## src/rtl/mul_div_arbiter.sv

```systemverilog
// Round-robin arbiter that shares one floating-point mul/div unit between
// N_REQ valid/ready requesters, one operation in flight at a time.
`timescale 1ns/1ps

module mul_div_arbiter #(
    parameter int N_REQ   = 2,
    parameter int LATENCY = 1,
    parameter int IDX_W   = (N_REQ > 1) ? $clog2(N_REQ) : 1
) (
    input  logic                 clk,
    input  logic                 arst,
    input  logic [N_REQ-1:0]     req_valid,
    output logic [N_REQ-1:0]     req_ready,
    input  logic [32*N_REQ-1:0]  req_a,
    input  logic [32*N_REQ-1:0]  req_b,
    input  logic [N_REQ-1:0]     req_sel,
    output logic [N_REQ-1:0]     rsp_valid,
    input  logic [N_REQ-1:0]     rsp_ready,
    output logic [31:0]          rsp_r,
    output logic [4:0]           rsp_flags,
    output logic [IDX_W-1:0]     rsp_id,
    output logic                 md_en,
    output logic                 md_sel,
    output logic [31:0]          md_a,
    output logic [31:0]          md_b,
    input  logic [31:0]          md_r,
    input  logic [4:0]           md_flags,
    output logic                 busy
);

    localparam logic [1:0] ST_IDLE  = 2'd0;
    localparam logic [1:0] ST_WAIT  = 2'd1;
    localparam logic [1:0] ST_RESP  = 2'd2;
    localparam logic [3:0] CNT_INIT = 4'(LATENCY - 1);

    logic [1:0]       state_q, state_d;
    logic [IDX_W-1:0] rr_ptr_q, rr_ptr_d;
    logic [3:0]       cnt_q, cnt_d;
    logic             md_en_q, md_en_d;
    logic             md_sel_q, md_sel_d;
    logic [31:0]      md_a_q, md_a_d;
    logic [31:0]      md_b_q, md_b_d;
    logic [31:0]      rsp_r_q, rsp_r_d;
    logic [4:0]       rsp_flags_q, rsp_flags_d;
    logic [IDX_W-1:0] rsp_id_q, rsp_id_d;

    logic             grant_found_s;
    logic [IDX_W-1:0] grant_idx_s;
    logic [IDX_W-1:0] next_ptr_s;
    logic [31:0]      a_arr_s [N_REQ];
    logic [31:0]      b_arr_s [N_REQ];

    for (genvar gi = 0; gi < N_REQ; gi++) begin : g_unpack
        assign a_arr_s[gi] = req_a[32*gi +: 32];
        assign b_arr_s[gi] = req_b[32*gi +: 32];
    end

    assign next_ptr_s = (rsp_id_q == IDX_W'(N_REQ - 1)) ? '0 : rsp_id_q + IDX_W'(1);

    // Round-robin search: walk downwards so the candidate closest to rr_ptr wins.
    always_comb begin
        grant_found_s = 1'b0;
        grant_idx_s   = '0;
        for (int k = N_REQ - 1; k >= 0; k--) begin
            logic [IDX_W-1:0] cand;
            cand          = IDX_W'((int'(rr_ptr_q) + k) % N_REQ);
            grant_found_s = grant_found_s | req_valid[cand];
            grant_idx_s   = req_valid[cand] ? cand : grant_idx_s;
        end
    end

    // Handshake outputs decoded from the registered state.
    always_comb begin
        req_ready = '0;
        rsp_valid = '0;
        if (arst && (state_q == ST_IDLE) && grant_found_s) begin
            req_ready[grant_idx_s] = 1'b1;
        end else begin
            req_ready = '0;
        end
        if (state_q == ST_RESP) begin
            rsp_valid[rsp_id_q] = 1'b1;
        end else begin
            rsp_valid = '0;
        end
    end

    // Next-state and datapath capture.
    always_comb begin
        state_d     = state_q;
        rr_ptr_d    = rr_ptr_q;
        cnt_d       = cnt_q;
        md_en_d     = md_en_q;
        md_sel_d    = md_sel_q;
        md_a_d      = md_a_q;
        md_b_d      = md_b_q;
        rsp_r_d     = rsp_r_q;
        rsp_flags_d = rsp_flags_q;
        rsp_id_d    = rsp_id_q;
        case (state_q)
            ST_IDLE: begin
                if (grant_found_s) begin
                    md_a_d   = a_arr_s[grant_idx_s];
                    md_b_d   = b_arr_s[grant_idx_s];
                    md_sel_d = req_sel[grant_idx_s];
                    md_en_d  = 1'b1;
                    rsp_id_d = grant_idx_s;
                    cnt_d    = CNT_INIT;
                    state_d  = ST_WAIT;
                end else begin
                    state_d  = ST_IDLE;
                end
            end
            ST_WAIT: begin
                if (cnt_q != 4'd0) begin
                    cnt_d = cnt_q - 4'd1;
                end else begin
                    rsp_r_d     = md_r;
                    rsp_flags_d = md_flags;
                    md_en_d     = 1'b0;
                    rr_ptr_d    = next_ptr_s;
                    state_d     = ST_RESP;
                end
            end
            ST_RESP: begin
                if (rsp_ready[rsp_id_q]) begin
                    state_d = ST_IDLE;
                end else begin
                    state_d = ST_RESP;
                end
            end
            default: begin
                state_d = ST_IDLE;
                md_en_d = 1'b0;
            end
        endcase
    end

    // State registers; reset discards any in-flight operation.
    always_ff @(posedge clk or negedge arst) begin
        if (!arst) begin
            state_q     <= ST_IDLE;
            rr_ptr_q    <= '0;
            cnt_q       <= 4'd0;
            md_en_q     <= 1'b0;
            md_sel_q    <= 1'b0;
            md_a_q      <= 32'd0;
            md_b_q      <= 32'd0;
            rsp_r_q     <= 32'd0;
            rsp_flags_q <= 5'd0;
            rsp_id_q    <= '0;
        end else begin
            state_q     <= state_d;
            rr_ptr_q    <= rr_ptr_d;
            cnt_q       <= cnt_d;
            md_en_q     <= md_en_d;
            md_sel_q    <= md_sel_d;
            md_a_q      <= md_a_d;
            md_b_q      <= md_b_d;
            rsp_r_q     <= rsp_r_d;
            rsp_flags_q <= rsp_flags_d;
            rsp_id_q    <= rsp_id_d;
        end
    end

    assign md_en     = md_en_q;
    assign md_sel    = md_sel_q;
    assign md_a      = md_a_q;
    assign md_b      = md_b_q;
    assign rsp_r     = rsp_r_q;
    assign rsp_flags = rsp_flags_q;
    assign rsp_id    = rsp_id_q;
    assign busy      = (state_q != ST_IDLE);

endmodule
```

## config.mk

```make
export PLATFORM = sky130hd
export DESIGN_NAME = mul_div_arbiter
export DESIGN_NICKNAME = d
export VERILOG_FILES = /design/src/rtl/mul_div_arbiter.sv
export SDC_FILE = /design/constraint.sdc
export NUM_CORES = 1
export LEC_CHECK = 0
export ABC_AREA = 1
export CAP_MARGIN = 20
export CORE_MARGIN = 4
export CORE_UTILIZATION = 35
export CTS_CLUSTER_SIZE = 40
export DETAILED_ROUTE_END_ITERATION = 7
export PLACE_DENSITY = 0.81
export SETUP_SLACK_MARGIN = 0.4
export SLEW_MARGIN = 20
export SYNTH_ARGS = -nofsm -noshare
export SYNTH_HDL_FRONTEND = slang
export SYNTH_SLANG_ARGS = --single-unit
```

## constraint.sdc

```tcl
create_clock -name clk -period 1.2 [get_ports clk]
set_input_delay 0.18 -clock clk [delete_from_list [all_inputs] [get_ports clk]]
set_output_delay 0.18 -clock clk [all_outputs]
set_load 0.005 [all_outputs]
```

==> impl_summary.log <==
[metrics] worst slew margin relative to its limit: 0.4754
[metrics] part of the total power dissipated in sequential elements: 0.226
[metrics] filler instances: 819
[metrics] number of detailed-route iterations in the first pass: 4
[metrics] critical path launch point type: flop
[metrics] critical path type: flop to output port
[metrics] cell type contributing the most total cell area after synthesis: sky130_fd_sc_hd__dfrtp_1
[metrics] Post-Syn Nets: 749
[metrics] TritonCTS buffer count: 9
[metrics] number of inserted diodes: 0
[metrics] clk_lat worst skew: 0.36 ns
[metrics] number of buffer cells added on primary ports: 281
[metrics] worst-path fanout max: 3
[metrics] Post-Syn Area: 5117 µm²
[metrics] combinational share of power: 0.664
[metrics] area of the placeable core: 14,100 µm²
[metrics] number of buffers on the longest clock path: 2
[metrics] number of remaining DRC errors: 0
[metrics] per-cell via count in the routed design: 4.966
[metrics] number of placed instances with taps included: 1,029
[metrics] Achievable Freq: 0.6487 GHz
[metrics] share of the core filled with cells in the final layout: 0.7819
[metrics] maximum number of pins on one net before global-route repair: 61
[metrics] number of synthesized register bits: 111
[metrics] final period utilization: 1.285
[metrics] signal arrival time at the worst endpoint: 1.36 ns
[metrics] Yosys top cell area share: 0.5428
[metrics] final non-filler cell total: 1,203
[metrics] net switching power: 11.53 mW
[metrics] chip height: 128.9 µm
[metrics] setup repair after global routing missed its margin: yes
[metrics] instance count of the mapped netlist: 575
[metrics] overall fraction of global-route tracks in use: 0.2555
[metrics] wire length of the first global-routing pass: 32.50 mm
[metrics] most frequent cells after synthesis: 121 x sky130_fd_sc_hd__nand2_1, 111 x sky130_fd_sc_hd__dfrtp_1, 75 x sky130_fd_sc_hd__nor2_1, 71 x sky130_fd_sc_hd__o21ai_0, 60 x sky130_fd_sc_hd__o21ai_2
[metrics] TritonCTS clock tree: done
[metrics] max-cap viol count: 0
[metrics] final weighted congestion of routability-driven global placement: 0.8290
[metrics] worst hold-check path type: input pin to async pin
[metrics] run status: complete, but fails checks
[metrics] cell with the largest stage delay on the worst path: sky130_fd_sc_hd__dfrtp_1
[metrics] average wire per standard cell: 19.74 µm
[metrics] Tmin final: 1.542 ns
[metrics] Seq/Total Area, Yosys: 0.5428
[metrics] hpwl dp: 11.93 mm
[metrics] Hold Worst Slack: 0.09176 ns
[metrics] mean instance size in the synthesized netlist: 8.900 µm²
[metrics] slew at the pin closest to its max-slew limit: 0.7870 ns
[metrics] CTS root buffer: sky130_fd_sc_hd__clkbuf_16
[metrics] warning count from the yosys run: 0
[metrics] number of distinct library cells after synthesis: 24
[metrics] total via count in the routed design: 5,974
[metrics] hold bufs inserted after CTS: 0
[metrics] H-tree depth reported by CTS: 3
[metrics] leading cell types by total area after synthesis: sky130_fd_sc_hd__dfrtp_1 54%, sky130_fd_sc_hd__o21ai_2 10%, sky130_fd_sc_hd__nand2_1 8.9%
[metrics] Post-synth EDFFs: 0
[metrics] DIE AREA: 16,620 µm²
[metrics] final net count: 1,192
[metrics] Async SR Flop Fraction: 1.000
[metrics] category of the worst setup path capture point: output port
[metrics] portion of total power attributed to the clock network: 0.110
[metrics] overall overflow remaining after global route: 0
[metrics] Power Internal: 18.39 mW
[metrics] switching fraction of total power: 0.3853
[metrics] Post-Route Setup TNS: -29.18 ns
[metrics] flip-flop and latch area: 2778 µm²
[metrics] most common cell in the synthesized netlist: sky130_fd_sc_hd__nand2_1
[metrics] Setup WS post-layout: -0.3416 ns
[metrics] number of hold violations in the final report: 0
[metrics] count of clock tree sinks: 111
[metrics] CP peak stage delay: 0.40 ns
[metrics] post-CTS clock slew at the launch and capture registers of the worst setup and hold paths: 0.09 ns
[metrics] most used flip-flop cell after synthesis: sky130_fd_sc_hd__dfrtp_1
[metrics] starting utilization of the core area: 0.3630
[metrics] failing checks: negative setup slack
[metrics] via count of the first global-routing pass: 5,910
[metrics] boundary pin count: 282
[metrics] worst setup slack before clock tree synthesis: -0.6180 ns
[metrics] total number of placement rows: 43
[metrics] relative area change from synthesis to final layout: 115.4%
[metrics] share of layout cells above drive strength 1: 0.5327
[metrics] area of combinational cells with multiple inputs: 2774 µm²
[metrics] Setup Skew: 0.01374 ns
[metrics] power density relative to cell area: 2715 nW/µm²
[metrics] crit-path cells: inv_1, nand2_1, nand2_2, inv_2, nor3_4, buf_6
[metrics] antenna-violating nets left: 0
[metrics] Setup violations, final: 116
[metrics] required time of the critical path: 1.02 ns
[metrics] initial antenna violation count: 0
[metrics] final routed wirelength across all metal layers: 23.75 mm
[metrics] die width: 128.9 µm
[metrics] first-iteration detailed-routing DRC count: 256
[metrics] number of pins with negative max-slew slack in the final report: 0
[metrics] static leakage: 5.280 nW
[metrics] largest voltage drop on the vdd net: 1344 µV
[power by group through the flow]
stage	Sequential [mW]	Combinational (mW)	Clock (mW)
finish	6.77	19.9	3.29
floorplan	6.78	4.53	0
CTS	6.72	16.2	3.32
detailed placement	6.65	10.3	0
global route	6.96	21.0	3.50
global placement	6.57	10.1	0
[area by class of cell]
class	count	area share
inverter	50	0.01907
timing repair buffer	468	0.4273
multi-input combinational	378	0.2517
sequential	111	0.2520
tap	180	0.02043
clock inverter	6	0.007833
clock buffer	10	0.02168
[through the flow]
| stage | instance area (µm²) | total power [mW] |
|---|---|---|
| 5_1_grt | 11020 | 31.44 |
| 3_5_place_dp | 8208 | 16.94 |
| 4_1_cts | 10130 | 26.27 |
| 3_3_place_gp | 8208 | 16.71 |
| 6_report | 11020 | 29.92 |
| 2_1_floorplan | 5161 | 11.31 |
[critical path: cells and delay by family, from the launching register on]
family,cells,cell delay (ns)
buffers and inverters,3,0.26
flip-flops,1,0.40
AND/OR/NAND/NOR,3,0.33
[sequential cells by signal (all words and copies together), names as in the netlist]
register,cells
md_a,32
cnt_q,4
md_b,32
rr_ptr_q,1
state_q,2
md_en,1
rsp_r,32
rsp_flags,5
rsp_id,1
md_sel,1
[cell families (layout without fill, tap and decap cells)]
logic type | after synthesis | in the layout | synth area share
AOI/OAI and AO/OA | 174 | 174 | 0.2169
adders and majority gates | 1 | 1 | 0.002445
buffers and inverters | 86 | 534 | 0.08313
DFF | 111 | 111 | 0.5428
and+or+nand+nor | 203 | 203 | 0.1548
[cells in the final DEF, fill, tap and decap left out, drive strengths merged]
cell           count
inv               52
nand4              2
bufinv             1
nand2            121
clkinv             3
nor3               1
a21oi              1
ha                 1
o21ai            172
nand3              3
a21o               1
nor2              76
dfrtp            111
clkbuf            10
clkdlybuf4s50    171
buf              297
[routing by layer]
layer | track usage | part of all wire | vias to the layer above
met3 | 0.07472 | 0.078 | 77
li1 | - | - | 2761
met2 | 0.4668 | 0.53 | 293
met4 | 0.09821 | 0.041 | 0
met5 | 0 | 0 | -
met1 | 0.2778 | 0.35 | 2843
[worst paths after layout]
path,from,end,slack (ns),depth (start not counted)
setup / recovery,rr_ptr_q,req_ready[0],-0.34,6
hold / removal,arst,md_a[19],0.09,3
setup reg to reg,state_q[1],md_b[25],-0.33,9
hold reg to reg,md_a[7],md_a[7],0.49,2
max in group asynchronous,arst,rsp_r[20],0.55,3
min in group clk,md_r[27],rsp_r[27],0.36,3
[timing repair]
action                                  CTS  global route
setup buffers                            73            53
cloned                                   32             0
endpoints found under the setup margin  220           220
gates resized for setup                 703           118
pin swaps                                18            21
No activity file was read; power rests on OpenSTA's default activity.
